## src/rtl/uparc_iter_mul_pkg.sv

```systemverilog
// Purpose: shared opcodes, FSM state encoding and helpers for the iterative
//          MULT/MULTU/MADD/MSUB unit.
// Contents: mul operation codes, mul_state_e, mul_op_norm().
package uparc_iter_mul_pkg;

    localparam logic [1:0] UPARC_MUL_OP_MUL  = 2'd0;
    localparam logic [1:0] UPARC_MUL_OP_MADD = 2'd1;
    localparam logic [1:0] UPARC_MUL_OP_MSUB = 2'd2;

    typedef enum logic [1:0] {
        MUL_ST_IDLE = 2'd0,
        MUL_ST_RUN  = 2'd1,
        MUL_ST_FIN  = 2'd2
    } mul_state_e;

    // The reserved encoding 2'b11 executes as a plain multiply.
    function automatic logic [1:0] mul_op_norm(input logic [1:0] op);
        return (op == 2'b11) ? UPARC_MUL_OP_MUL : op;
    endfunction

endpackage

```

## src/rtl/uparc_mul_step.sv

```systemverilog
// Purpose: one radix-2^RADIX_BITS shift-add iteration of the multiplier.
// Ports:
//   prod_i  in  2*WIDTH  {partial high, remaining multiplier bits}
//   a_i     in  WIDTH    unsigned multiplicand magnitude
//   prod_o  out 2*WIDTH  partial product after retiring RADIX_BITS bits
module uparc_mul_step #(
    parameter int unsigned WIDTH      = 32,
    parameter int unsigned RADIX_BITS = 1
) (
    input  logic [2*WIDTH-1:0] prod_i,
    input  logic [WIDTH-1:0]   a_i,
    output logic [2*WIDTH-1:0] prod_o
);

    localparam int unsigned SW = WIDTH + RADIX_BITS;

    logic [RADIX_BITS-1:0] digit;
    logic [SW-1:0]         sum;

    // Sum is W+R bits wide so the carry-out lands in the shifted high half.
    always_comb begin
        digit  = prod_i[RADIX_BITS-1:0];
        sum    = SW'(prod_i[2*WIDTH-1:WIDTH]) + SW'(a_i) * SW'(digit);
        prod_o = {sum, prod_i[WIDTH-1:RADIX_BITS]};
    end

endmodule

```

## src/rtl/uparc_iter_mul.sv

```systemverilog
// Purpose: iterative integer multiplier/accumulator for the EX-stage
//          MULT/MULTU/MADD/MSUB path, RADIX_BITS multiplier bits per cycle.
// Ports:
//   clk, rst        clock, synchronous active-high reset
//   start           launch (aborts any operation in flight)
//   signd           two's-complement operands when 1
//   op              MUL / MADD / MSUB (2'b11 behaves as MUL)
//   multiplicand    operand A, multiplier operand B
//   acc_in          {HI,LO} accumulator for MADD/MSUB
//   ready           combinational: idle and no start this cycle
//   done            one-cycle pulse when result updates
//   result          2*WIDTH result, held until the next done
module uparc_iter_mul
    import uparc_iter_mul_pkg::*;
#(
    parameter int unsigned WIDTH      = 32,
    parameter int unsigned RADIX_BITS = 1
) (
    input  logic                 clk,
    input  logic                 rst,
    input  logic                 start,
    input  logic                 signd,
    input  logic [1:0]           op,
    input  logic [WIDTH-1:0]     multiplicand,
    input  logic [WIDTH-1:0]     multiplier,
    input  logic [2*WIDTH-1:0]   acc_in,
    output logic                 ready,
    output logic                 done,
    output logic [2*WIDTH-1:0]   result
);

    localparam int unsigned W  = WIDTH;
    localparam int unsigned PW = 2 * WIDTH;
    localparam int unsigned N  = WIDTH / RADIX_BITS;
    localparam int unsigned CW = $clog2(N + 1);

    mul_state_e      state_q;
    logic [W-1:0]    a_q;
    logic [PW-1:0]   prod_q;
    logic [PW-1:0]   acc_q;
    logic [PW-1:0]   result_q;
    logic [CW-1:0]   cnt_q;
    logic [1:0]      op_q;
    logic            neg_q;
    logic            done_q;

    logic            a_neg;
    logic            b_neg;
    logic [W-1:0]    a_abs;
    logic [W-1:0]    b_abs;
    logic            zero_op;
    logic [PW-1:0]   prod_d;
    logic [PW-1:0]   p_fin;
    logic [PW-1:0]   result_d;

    // Operand magnitudes; -2^(W-1) maps to 2^(W-1) as an unsigned W-bit value.
    always_comb begin
        a_neg   = signd & multiplicand[W-1];
        b_neg   = signd & multiplier[W-1];
        a_abs   = a_neg ? W'(-multiplicand) : multiplicand;
        b_abs   = b_neg ? W'(-multiplier)   : multiplier;
        zero_op = (multiplicand == '0) || (multiplier == '0);
    end

    uparc_mul_step #(
        .WIDTH      (WIDTH),
        .RADIX_BITS (RADIX_BITS)
    ) u_step (
        .prod_i (prod_q),
        .a_i    (a_q),
        .prod_o (prod_d)
    );

    // Sign fix-up and accumulate, used in the FIN cycle.
    always_comb begin
        p_fin    = neg_q ? PW'(-prod_q) : prod_q;
        result_d = p_fin;
        case (op_q)
            UPARC_MUL_OP_MADD: result_d = acc_q + p_fin;
            UPARC_MUL_OP_MSUB: result_d = acc_q - p_fin;
            default:           result_d = p_fin;
        endcase
    end

    // Control FSM with operand latches; start overrides any state.
    always_ff @(posedge clk) begin
        if (rst) begin
            state_q  <= MUL_ST_IDLE;
            a_q      <= '0;
            prod_q   <= '0;
            acc_q    <= '0;
            result_q <= '0;
            cnt_q    <= '0;
            op_q     <= '0;
            neg_q    <= 1'b0;
            done_q   <= 1'b0;
        end else begin
            done_q <= 1'b0;
            if (start) begin
                a_q   <= a_abs;
                acc_q <= acc_in;
                op_q  <= mul_op_norm(op);
                neg_q <= signd & (multiplicand[W-1] ^ multiplier[W-1]);
                if (zero_op) begin
                    prod_q  <= '0;
                    cnt_q   <= '0;
                    state_q <= MUL_ST_FIN;
                end else begin
                    prod_q  <= {{W{1'b0}}, b_abs};
                    cnt_q   <= CW'(N);
                    state_q <= MUL_ST_RUN;
                end
            end else begin
                case (state_q)
                    MUL_ST_RUN: begin
                        prod_q <= prod_d;
                        cnt_q  <= cnt_q - CW'(1);
                        if (cnt_q == CW'(1)) begin
                            state_q <= MUL_ST_FIN;
                        end
                    end
                    MUL_ST_FIN: begin
                        result_q <= result_d;
                        done_q   <= 1'b1;
                        state_q  <= MUL_ST_IDLE;
                    end
                    default: state_q <= MUL_ST_IDLE;
                endcase
            end
        end
    end

    assign ready  = (state_q == MUL_ST_IDLE) && !start;
    assign done   = done_q;
    assign result = result_q;

endmodule

```

## config.mk

```make
export PLATFORM = sky130hd
export DESIGN_NAME = uparc_iter_mul
export DESIGN_NICKNAME = d
export VERILOG_FILES = /design/src/rtl/uparc_iter_mul_pkg.sv /design/src/rtl/uparc_mul_step.sv /design/src/rtl/uparc_iter_mul.sv
export SDC_FILE = /design/constraint.sdc
export NUM_CORES = 1
export LEC_CHECK = 0
export ABC_AREA = 1
export BUFFER_PORTS_ARGS = -buffer_cell sky130_fd_sc_hd__buf_2
export CAP_MARGIN = 10
export CORE_UTILIZATION = 60
export DETAILED_ROUTE_END_ITERATION = 8
export PLACE_DENSITY = 0.91
export SETUP_SLACK_MARGIN = 0.1
export SLEW_MARGIN = 15
export SYNTH_ARGS = -nofsm -noshare
export SYNTH_HDL_FRONTEND = slang
export SYNTH_SLANG_ARGS = --single-unit
```

## constraint.sdc

```tcl
create_clock -name clk -period 8.9 [get_ports clk]
set_input_delay 0.89 -clock clk [delete_from_list [all_inputs] [get_ports clk]]
set_output_delay 0.89 -clock clk [all_outputs]
set_load 0.01 [all_outputs]
```

==> impl_metrics.toml <==
[placement]
dpl.hpwl_um = 53200
gp_congestion = 1.06
numPortBuffers = 199

[worst_setup_path]
crit_family = "simple AND/OR/NAND/NOR gates"
cp-start-kind = "flop"
end_kind = "flop"
crit_arrival_ns = 6.24
crit_required_ns = 9.41
slowest_stage = "dfxtp_2"
critPathMaxStageDelay_ns = 0.84
crit_fanout = 43
worst-setup-path-type = "flop to flop"
path_buf_inv = 3

[power_and_ir_drop]
share_clk_of_total_power_pct = 35.2
switching_share_pct = 36.2
power_switching_mw = 1.25
pwr-share-comb_pct = 30.9
total_power_mw = 3.44
p_seq_share_pct = 33.9
ir_drop_v = 0.000133
p_int_mw = 2.20
leakage_nw = 11.3
power_density_nw_per_um2 = 152

[min_path]
holdCritPathClass = "flop to flop"

[timing]
slew_violations = 0
hold_viol_final = 0
finalCritPeriodShare_pct = 64.5
slew-limit-headroom_pct = 12.8
setup_violations = 0
period_needed_ns = 5.74
tns_ns = 0
worstMarginPinSlew_ns = 1.30
fin_worst_skew_ns = 0.0269
holdWs_ns = 0.458
rsz0062_at_grt = "no"
fmax_mhz = 174

[final_layout]
utilization_pct = 67.6
final_common_cell = "nand2_1"
ff_latch_area_um2 = 4730
fillCellCount = 3096
syn_to_final_growth_pct = 10.9
multi_input_area_um2 = 13800
drive_gt1_share_pct = 10.8
diodes = 0
final_nets = 3666
final_cell_mix = "nand2_1 (727), inv_1 (384), nor2_1 (372)"

[global_routing]
grt_pass1_vias = 21400
grt_start_max_net_pins = 82
grt_pass1_wl_um = 110000
antenna_found_initial = 1
grtUsageTotal_pct = 38.4
overflow = 0

[clock_tree]
clk_latency_ns = 0.57
cts_tree = "yes"
path_clk_slew_ns = 0.06
clockBufferDepth = 3
htree_levels = 1
cts_resized = 0
post_cts_buffers = 0
cts_root_buf = "clkbuf_16"
ctsHoldBuffers = 0
cts-buffers-inserted = 27
clock_sinks = 236

[die]
core_area_um2 = 33500
die_area_um2 = 34800
floorplan.rows = 67
start_util_pct = 61.0
chipHeight_um = 187
ios = 200
die_x_um = 187

[route]
vias = 23100
viasPerCell = 5.94
drtAntennaViolNets = 0
wirelength_um = 68600
drt_iter0_markers = 2442
wl_per_cell_um = 17.6
dr.pass1.iters = 8
post-route-drc-count = 0

[synth]
synth.net_count = 3534
synth_edf_count = 0
synth-seq-area-share_pct = 23.1
synth.distinct_cells = 64
synth-async-reset-ratio_pct = 0
avgSynthCellArea_um2 = 6.20
syn-cell-area_um2 = 20400
ys_seq_elements = 236
synth_cells = 3296
synthFlopType = "dfxtp_1"
yosys_warnings = 0

[flow_run]
drv_cap = 0

[outcome]
outcome = "complete, no violations"
==> tightest hold or removal path, stage by stage (launching register included) <==
cell and delay, ns:
dfxtp_1 0.33, a21oi_1 0.06, inv_1 0.04
==> sequential cells by signal, indices dropped and copies added, names as in the netlist <==
signal / cells
done: 1
result: 64
cnt_q: 6
op_q: 2
neg_q: 1
prod_q: 64
state_q: 2
a_q: 32
acc_q: 64
==> final cells by class <==
cell class / instances / share of cell area [%]
clock buffer: 37 / 3.37
sequential: 236 / 20.9
multi-input combinational: 2553 / 61.0
timing repair buffer: 213 / 4.86
tap: 448 / 2.47
clock inverter: 12 / 0.883
inverter: 397 / 6.59
==> cell usage after synthesis, drive strengths merged, types with 3 or more instances <==
master	count	share of area, %
nand4	39	1.3
o21bai	13	0.48
nor3	42	1.1
a32o	7	0.34
xnor2	50	2.1
nor4	19	0.58
and2	4	0.13
a21o	14	0.51
clkbuf	92	1.7
clkinv	3	0.055
nand3	182	4.5
nor3b	4	0.15
o21a	8	0.29
o211ai	24	0.88
inv	394	7.2
a21oi	330	8.1
a22oi	24	0.88
a221oi	12	0.51
buf	18	0.42
ha	102	6.2
o221ai	4	0.17
a22o	65	2.8
dfxtp	236	23
o21ai	238	5.8
nand3b	24	0.88
nor2	401	8.1
o31ai	6	0.22
or2	33	1.0
nand2	756	14
a31oi	40	1.2
and3	8	0.24
xor2	86	3.7
==> final timing paths <==
path                start    endpoint  slack (ns)  depth (start not counted)
setup / recovery    neg_q  result[51]        3.16                         27
hold reg to reg   a_q[28]     a_q[28]        0.46                          2
hold / removal    a_q[28]     a_q[28]        0.46                          2
setup reg to reg    neg_q  result[51]        3.16                         27
==> power by group through the flow <==
stage	Clock, mW	Sequential, mW	Combinational, mW
after global placement	0	1.18	1.01
after CTS	1.22	1.16	1.03
after global routing	1.26	1.17	1.17
final	1.21	1.17	1.06
after floorplan	0	1.17	0.746
after detailed placement	0	1.18	1.02
==> layer usage <==
metal | vias up | GRT usage (%) | wire length, um
li1 | 11300 | - | -
met1 | 10400 | 52.3 | 29200
met2 | 1245 | 61.0 | 29500
met3 | 178 | 6.56 | 7100
met4 | 2 | 13.5 | 2770
met5 | - | 0 | 19
==> stage by stage <==
| step | instance area [um^2] | setup WS (ns) | cells |
|---|---|---|---|
| 3_3_place_gp | 21700 | 3.51 | 3847 |
| 2_1_floorplan | 20400 | 4.60 | 3296 |
| 3_5_place_dp | 21700 | 3.38 | 3847 |
| 5_1_grt | 22700 | 2.57 | 3896 |
| 4_1_cts | 22700 | 3.33 | 3896 |
| 6_report | 22700 | 3.16 | 3896 |
==> cell families after synthesis <==
group,Yosys count,share of synthesized area (%)
compound gates,797,22.7
xor+xnor,136,5.86
fa+ha+maj,104,6.44
buf+inv,507,9.41
flops,236,23.1
simple gates,1516,32.4
No activity file was read; power rests on OpenSTA's default activity.
